### src/rtl/multiplier_pkg.sv
// multiplier_pkg: shared state type, step sizes and counter sizing for the multiplier control
package multiplier_pkg;
  typedef enum logic [1:0] {IDLE, LOAD, RUN, DONE} seq_state_t;
  localparam int STEP_BITS_R2 = 1;
  localparam int STEP_BITS_R4 = 2;
  function automatic int cnt_width(input int n);
    return $clog2(n + 1);
  endfunction
endpackage

### src/rtl/multiplier_step_counter.sv
// multiplier_step_counter: loadable down-counter of multiplier bits still to be retired
module multiplier_step_counter
  import multiplier_pkg::*;
#(
  parameter int C = 3
) (
  input  logic         clock,
  input  logic         n_reset,
  input  logic         i_load,
  input  logic [C-1:0] i_load_val,
  input  logic         i_dec,
  input  logic         i_dec2,
  input  logic         i_clr,
  output logic [C-1:0] o_count,
  output logic         o_is_zero,
  output logic         o_ge2
);
  logic [C-1:0] r_count;
  logic [C-1:0] w_dec_amt;
  // step size and status flags decoded from the held count
  always_comb begin
    w_dec_amt = i_dec2 ? C'(STEP_BITS_R4) : C'(STEP_BITS_R2);
    o_count = r_count;
    o_is_zero = r_count == '0;
    o_ge2 = r_count >= C'(STEP_BITS_R4);
  end
  // load wins over clear, clear over decrement; decrement saturates at zero
  always_ff @(posedge clock or negedge n_reset)
    if (!n_reset) r_count <= '0;
    else if (i_load) r_count <= i_load_val;
    else if (i_clr) r_count <= '0;
    else if (i_dec) r_count <= (r_count >= w_dec_amt) ? r_count - w_dec_amt : '0;
  // a decrement larger than the count means the sequencer chose a bad step size
  assert property (@(posedge clock) disable iff (!n_reset)
    (i_dec && !i_load && !i_clr) |-> (r_count >= w_dec_amt));
endmodule

### src/rtl/multiplier_sequencer.sv
// multiplier_sequencer: handshaked load/step/align controller for the shift-add multiplier
module multiplier_sequencer
  import multiplier_pkg::*;
#(
  parameter  int N = 4,
  localparam int C = cnt_width(N)
) (
  input  logic         clock,
  input  logic         n_reset,
  input  logic         start_valid,
  output logic         start_ready,
  input  logic [C-1:0] len,
  input  logic         radix4,
  input  logic         early_exit_en,
  input  logic         mult_zero,
  output logic         do_load,
  output logic         do_step,
  output logic         step2,
  output logic         do_align,
  output logic [C-1:0] align_bits,
  output logic         result_valid,
  input  logic         result_ready,
  output logic         busy,
  output logic [C-1:0] remaining
);
  seq_state_t   r_state;
  logic         r_radix4;
  logic         r_early;
  logic [C-1:0] w_count;
  logic [C-1:0] w_len_clamp;
  logic         w_accept;
  logic         w_exit;
  logic         w_last;
  logic         w_is_zero;
  logic         w_ge2;
  // outputs decode from held state and count; only the early-exit choice looks at mult_zero
  always_comb begin
    w_accept = r_state == IDLE && start_valid;
    w_len_clamp = (len > C'(N)) ? C'(N) : len;
    w_exit = r_state == RUN && r_early && mult_zero;
    do_step = r_state == RUN && !w_exit;
    step2 = do_step && r_radix4 && w_ge2;
    w_last = do_step && w_count == (step2 ? C'(STEP_BITS_R4) : C'(STEP_BITS_R2));
    do_align = w_exit;
    align_bits = w_exit ? w_count : '0;
    do_load = r_state == LOAD;
    start_ready = r_state == IDLE;
    result_valid = r_state == DONE;
    busy = r_state != IDLE;
    remaining = w_count;
  end
  // job control: capture modes on accept, leave RUN on last step or early exit
  always_ff @(posedge clock or negedge n_reset)
    if (!n_reset) begin
      r_state <= IDLE;
      r_radix4 <= 1'b0;
      r_early <= 1'b0;
    end else begin
      case (r_state)
        IDLE: if (start_valid) begin
          r_state <= LOAD;
          r_radix4 <= radix4;
          r_early <= early_exit_en;
        end
        LOAD: r_state <= w_is_zero ? DONE : RUN;
        RUN: if (w_exit || w_last) r_state <= DONE;
        DONE: if (result_ready) r_state <= IDLE;
        default: r_state <= IDLE;
      endcase
    end
  multiplier_step_counter #(.C(C)) u_counter (
    .clock      (clock),
    .n_reset    (n_reset),
    .i_load     (w_accept),
    .i_load_val (w_len_clamp),
    .i_dec      (do_step),
    .i_dec2     (step2),
    .i_clr      (w_exit),
    .o_count    (w_count),
    .o_is_zero  (w_is_zero),
    .o_ge2      (w_ge2)
  );
  // a step and an align in the same cycle would double-shift the datapath
  assert property (@(posedge clock) disable iff (!n_reset) !(do_step && do_align));
endmodule

### config.mk
export PLATFORM = sky130hd
export DESIGN_NAME = multiplier_sequencer
export DESIGN_NICKNAME = d
export VERILOG_FILES = /design/src/rtl/multiplier_pkg.sv /design/src/rtl/multiplier_step_counter.sv /design/src/rtl/multiplier_sequencer.sv
export SDC_FILE = /design/constraint.sdc
export NUM_CORES = 1
export LEC_CHECK = 0
export ABC_CLOCK_PERIOD_IN_PS = 2400
export BUFFER_PORTS_ARGS = -buffer_cell sky130_fd_sc_hd__buf_2
export CAP_MARGIN = 5
export CORE_MARGIN = 1
export CORE_UTILIZATION = 40
export CTS_CLUSTER_SIZE = 14
export DETAILED_ROUTE_END_ITERATION = 8
export HOLD_SLACK_MARGIN = 0.05
export PLACE_DENSITY = 0.83
export REMOVE_ABC_BUFFERS = 1
export SYNTH_ARGS = -nofsm -noshare
export SYNTH_HDL_FRONTEND = slang
export SYNTH_SLANG_ARGS = --single-unit
### constraint.sdc
create_clock -name clock -period 2.4 [get_ports clock]
set_clock_uncertainty 0.15 [all_clocks]
set_input_delay 0.36 -clock clock [delete_from_list [all_inputs] [get_ports clock]]
set_output_delay 0.36 -clock clock [all_outputs]
set_load 0.03 [all_outputs]
; ---- Word-level counts from Yosys, hierarchy flattened
; Cells that the tools add are included.
[word_totals]
mem_count = 0
elab_cells = 42
input_bits = 10
ff_bits = 7
mem_bits_ro = 0
latchBits = 0
ramBits = 0
output_inout_bits = 13
[op_classes]
bitwise_logic = 0
n_reduce_logical = 15
shifts = 0
muxes = 12
add_sub_neg = 1
order_cmp = 3
n_eq_ne = 7
multipliers = 0
n_div = 0
[ops]
columns = op, n
row1 = 2-to-1 mux 3 bit, 6
row2 = 2-to-1 mux 2 bit, 4
row3 = case mux 2 bit (4 select lines), 1
row4 = logical AND 1 bit, 7
row5 = "equality test 2 bit, second input constant", 2
row6 = "inequality test 2 x 1 -> 1 bit, second input constant", 2
row7 = equality test 3 bit, 1
row8 = "greater-or-equal comparator 3 x 2 -> 1 bit, second input constant", 1
row9 = greater-or-equal comparator 3 bit, 1
row10 = "> comparator 3 bit, second input constant", 1
row11 = zero test 3 bit, 1
row12 = AND reduction 3 bit, 1
row13 = nonzero test 3 bit, 1
row14 = subtractor 3 bit, 1
row15 = "equality test 2 x 1 -> 1 bit, second input constant", 1
row16 = zero test 2 bit, 1
row17 = "inequality test 2 bit, second input constant", 1
row18 = AND reduction 2 bit, 1
row19 = nonzero test 2 bit, 1
row20 = zero test 1 bit, 1
row21 = logical OR 1 bit, 1
row22 = 2-to-1 mux 1 bit, 1

; ---- Depth between registers and ports, before layout
[depth]
ltp_word = 13
depth_mapped = 9
ltp_nobuf = 9

; ---- Cells and area by module
; Synthesis repeated with hierarchy kept, for this count alone.
[hier_totals]
cells_unflattened = 66
hier_area_um2 = 626.9
[modules_own_cells]
columns = module, area_per_inst_um2, instances, cells_per_inst, seq_area_each_um2
row1 = multiplier_sequencer, 361.6, 1, 37, 100.1
row2 = multiplier_step_counter, 265.3, 1, 29, 75.1

; ---- Worst setup path after synthesis
; OpenSTA, ideal clock, no wires.
[synth_path]
path_type = register to register
start = register r_state[0]
end = register r_state[0]
synth_period_minus_slack_ns = 3.327
stages_incl_launch_ff = 10
slack_ns = -0.927
arrival_ns = 3.056
required_ns = 2.128
setup_time_ns = 0.122
path_buffers = 0
path_cell_list = dfrtp_1 > inv_1 > ha_1 > a21boi_0 > nand3b_1 > ha_1 > nand3b_4 > a222oi_1 > a31oi_1 > o22a_1
[synth_between]
elab_chain_cells = 13
word_cells_on_any_way = 19
cone_classes = 7 x eq/ne / 2 x mux / 10 x reduce/logical
[synth_rtl]
columns = item, line_no
row1 = "start, declared", multiplier_sequencer.sv:26  ; seq_state_t r_state;
row2 = "start signal, assigned", multiplier_sequencer.sv:65  ; LOAD: r_state <= w_is_zero ? DONE : RUN;
row3 = equality test 2 bit (*), "multiplier_sequencer.sv:40, multiplier_sequencer.sv:41"
row4 = logical AND 1 bit (2 in series), multiplier_sequencer.sv:40  ; w_exit = r_state == RUN && r_early && mult_zero;
row5 = zero test 1 bit, multiplier_sequencer.sv:41  ; do_step = r_state == RUN && !w_exit;
row6 = logical AND 1 bit (*), multiplier_sequencer.sv:41
row7 = net do_step, multiplier_sequencer.sv:17  ; output logic do_step,
row8 = logical AND 1 bit (2 in series), multiplier_sequencer.sv:42  ; step2 = do_step && r_radix4 && w_ge2;
row9 = 2-to-1 mux 2 bit, multiplier_sequencer.sv:43  ; w_last = do_step && w_count == (step2 ? C'(STEP_BITS_R4) : C'(STEP_BITS_R2));
row10 = equality test 3 bit, multiplier_sequencer.sv:43
row11 = logical AND 1 bit (*), multiplier_sequencer.sv:43
row12 = logical OR 1 bit (*), multiplier_sequencer.sv:66  ; RUN: if (w_exit || w_last) r_state <= DONE;
row13 = inequality test 2 x 1 -> 1 bit (no line) (*), --
row14 = AND reduction 3 bit (no line) (*), --
; Mark *: on every way through the listed nets, which the timed path passes. The rest lies on a longest branch.
; A chain may end at the register's enable or synchronous reset.

; ---- Worst setup path after layout
[layout_path]
start = register r_state[0]
end = register r_state[0]
[layout_between]
elab_chain_cells = 13
word_cells_on_any_way = 19
cone_classes = 7 x eq/ne / 2 x mux / 10 x reduce/logical
[layout_rtl]
columns = item, line_no
row1 = equality test 2 bit, "multiplier_sequencer.sv:40, multiplier_sequencer.sv:41, multiplier_sequencer.sv:59"
row2 = logical AND 1 bit (2 in series), multiplier_sequencer.sv:40
row3 = zero test 1 bit, multiplier_sequencer.sv:41
row4 = logical AND 1 bit, multiplier_sequencer.sv:41
row5 = logical AND 1 bit (2 in series), multiplier_sequencer.sv:42
row6 = 2-to-1 mux 2 bit, multiplier_sequencer.sv:43
row7 = equality test 3 bit, multiplier_sequencer.sv:43
row8 = logical AND 1 bit, multiplier_sequencer.sv:43
row9 = logical OR 1 bit, multiplier_sequencer.sv:66
row10 = inequality test 2 x 1 -> 1 bit (no line), --
row11 = AND reduction 3 bit (no line), --
; Parallel ways exist; a longest one is shown, timed or not.

==> key figures <==
Run status
  – Status: finished, final reports clean

Placement
  – Placement Setup Slack: -99.33 ps
  – IO Port Bufs: 22
  – GP Congestion: 0.8372
  – Hpwl dp: ~1100 µm

Layout
  – P&R area growth vs syn: 45.98%
  – Layout Utilization: 66.98%
  – Layout cells sized above 1: approximately 44%
  – Nets: 109
  – Commonest non-fill, non-tap cell in the layout: buf_2
  – ANT cells: 0
  – Commonest cells after routing, fill and taps aside: 22 x buf_2, 9 x inv_1, 7 x dfrtp_1

Power
  – Comb pwr share: 70.0%
  – Clk network pwr share: just under 9%
  – Max VDD drop: 0.0006767 V
  – P_leak: about 0.00043 µW
  – Int Power: 594.9 µW
  – Net Sw Frac: 48.60%
  – Total power: 1157 µW
  – PD cells: 1457 mW/mm²
  – NetSw: 562.5 µW
  – Power share of the sequential group: 21.2%

Clocking
  – Clock H-tree levels: 1
  – Number of setup buffers added after CTS: 0
  – Worst skew pair latency: 240 ps
  – CTS tree: done
  – CTS clk-pin slew, worst paths: roughly 50 ps
  – TritonCTS buffer count: 3
  – Clock sinks: 7
  – Root Buffer: clkbuf_4
  – Max Buffers Root-to-Sink: 2

Setup path
  – Crit-path cells: inv_2, ha_2, a21boi_4, nand3b_1, ha_4, nand3b_4, a222oi_1, a31oi_1, o22a_1
  – Crit path to: r_state[0]
  – Worst Reg-to-Reg Cells: 9
  – Worst EP required: 2380 ps
  – Critical path launch point: r_state[0]
  – Worst setup EP type: flop
  – Worst flop-to-flop path endpoint: r_state[0]
  – Register-to-Register Setup Slack: about 42 ps
  – Worst Path Max Fanout: 3
  – Critical Setup Path Class: reg -> reg
  – Startpoint types: flop
  – Worst Path Arrival: 2340 ps
  – Reg2reg start: r_state[0]
  – Worst path slowest cell: dfrtp_1
  – Crit-path max cell delay: 390 ps

Routing
  – Final WL: roughly 1400 µm
  – DR WL/cell: 13.46 µm
  – Iteration-0 DRC count of the detailed router: 21
  – Vias: a little under 600
  – DRC Markers: 0
  – DRT Pass-1 Iters: 4
  – DR vias/cell: 5.558
  – Post-detailed-route count of antenna-violating nets: 0

GRT
  – Vias in the first global route: 511
  – Total congestion overflow: 0
  – Largest net degree at the start of global routing: 9
  – Number of antenna violations at the first check in global routing: 0
  – GRT Total Usage: roughly a fifth
  – First-pass GRT wire length: 2007 µm

Floorplanning
  – Initial Utilization: 45.89%
  – Die Ht: 38.89 µm
  – Die W: 38.89 µm
  – IO Count: 23
  – Core area: 0.001186 mm²
  – Number of core rows: 12
  – Die area: ~0.0015 mm²

Yosys
  – Post-synthesis async set-or-reset flop share: 100.0%
  – Share of the synthesized area in the top cell type: 32.18%
  – Post-synth EDFFs: 0
  – Cells after synthesis: 57
  – Sequential share of the synthesized area: 32.18%
  – Flops & latches, synth: 7
  – Leading area contributor after synthesis: dfrtp_1
  – Synth Area per Inst: around 9.5 µm²
  – Synth top area cells: dfrtp_1 32%, ha_1 16%, inv_1 6.9%, a221o_1 5.5%, mux2_2 4.1%
  – Synthesized area: 544.3 µm²
  – Yosys warns: 0
  – Primary FF master, synth: dfrtp_1
  – Netlist cell types: 22

Timing
  – Fin. max-slew vios: 0
  – Unrepaired setup endpoints after global routing: true
  – Final hold vios: 0
  – Worst Slack Setup Final: 41.71 ps
  – Final Critical Period: around 2400 ps
  – Fmax: approximately 420 MHz
  – Worst-margin pin slew: ~380 ps
  – Final setup vio count: 0
  – Crit share post-route: 98.26%
  – Hold_ws: 197.2 ps
  – Rel. slew slack: 74.51%

Worst hold path
  – Min-delay worst type: in -> reg

Flow run
  – Max-cap violations: 0
## layout make-up
class | count | area (µm²)
clock buffer | 4 | 26.28
fill | 95 | 391.6
inverter | 10 | 37.54
multi-input combinational | 40 | 372.9
sequential | 7 | 175.2
tap | 14 | 17.52
timing repair buffer | 29 | 165.2
## Yosys cell counts, drive strengths merged, types with 2 or more instances
cell	instances
nand2	2
o21ai	2
nor2	5
dfrtp	7
a221o	3
and2	2
nor3b	2
nor2b	2
inv	10
mux2	2
ha	7
nand3	3
nand3b	2
## routing by layer
metal,GRT usage (%),wire [µm],vias up
met2,36.67,713,33
li1,-,-,268
met3,3.468,87,4
met4,11.21,18,0
met5,0,0,-
met1,22.46,581,273
## critical path: cells and delay by family, from the launching register on
| kind | cells | cell delay (ps) |
|---|---|---|
| simple gates | 2 | 280 |
| flops | 1 | 390 |
| fa+ha+maj | 2 | 530 |
| buf+inv | 1 | 60 |
| compound gates | 4 | 840 |
## timing repair
item                                    4_1_cts  5_1_grt
pin swaps                                     1        5
endpoints found under the setup margin        5        5
hold endpoints to repair                      7        0
gates resized for setup                       1        7
hold buffers                                  1        0
## stage by stage
stage,area (µm²),cells,setup TNS [ps]
2_1_floorplan,544.3,57,-4164
3_3_place_gp,716.9,99,0
3_5_place_dp,716.9,99,-175.7
4_1_cts,753.2,104,0
5_1_grt,794.5,104,-5.526
6_report,794.5,104,0
## registers in the layout, indices dropped and copies added, names as in the netlist
| name | flops |
|---|---|
| r_radix4 | 1 |
| u_counter.o_count | 3 |
| r_state | 2 |
| r_early | 1 |
## power groups by stage
stage	logic [µW]	registers (µW)	clock network, µW
floorplan	471	273	0
global placement	729	230	0
detailed placement	754	236	0
CTS	760	235	107
global route	861	251	115
finish	810	246	101
## kinds of logic after synthesis
logic type | synth area share, %
xor+xnor | 1.609
simple gates | 21.15
flops | 32.18
buf+inv | 6.897
fa+ha+maj | 19.77
mux | 4.138
compound gates | 14.25
## worst min path at each step
| stage | start | to | slack, ps | cells past startpoint |
|---|---|---|---|---|
| 2_1_floorplan | n_reset | r_early | -90 | 0 |
| 3_3_place_gp | n_reset | r_state[1] | 50 | 1 |
| 3_5_place_dp | n_reset | r_early | 50 | 1 |
| 4_1_cts | radix4 | r_radix4 | 190 | 2 |
| 5_1_grt | radix4 | r_radix4 | 200 | 2 |
| 6_report | radix4 | r_radix4 | 200 | 2 |
Note: power is estimated with default switching activity, not from simulation.
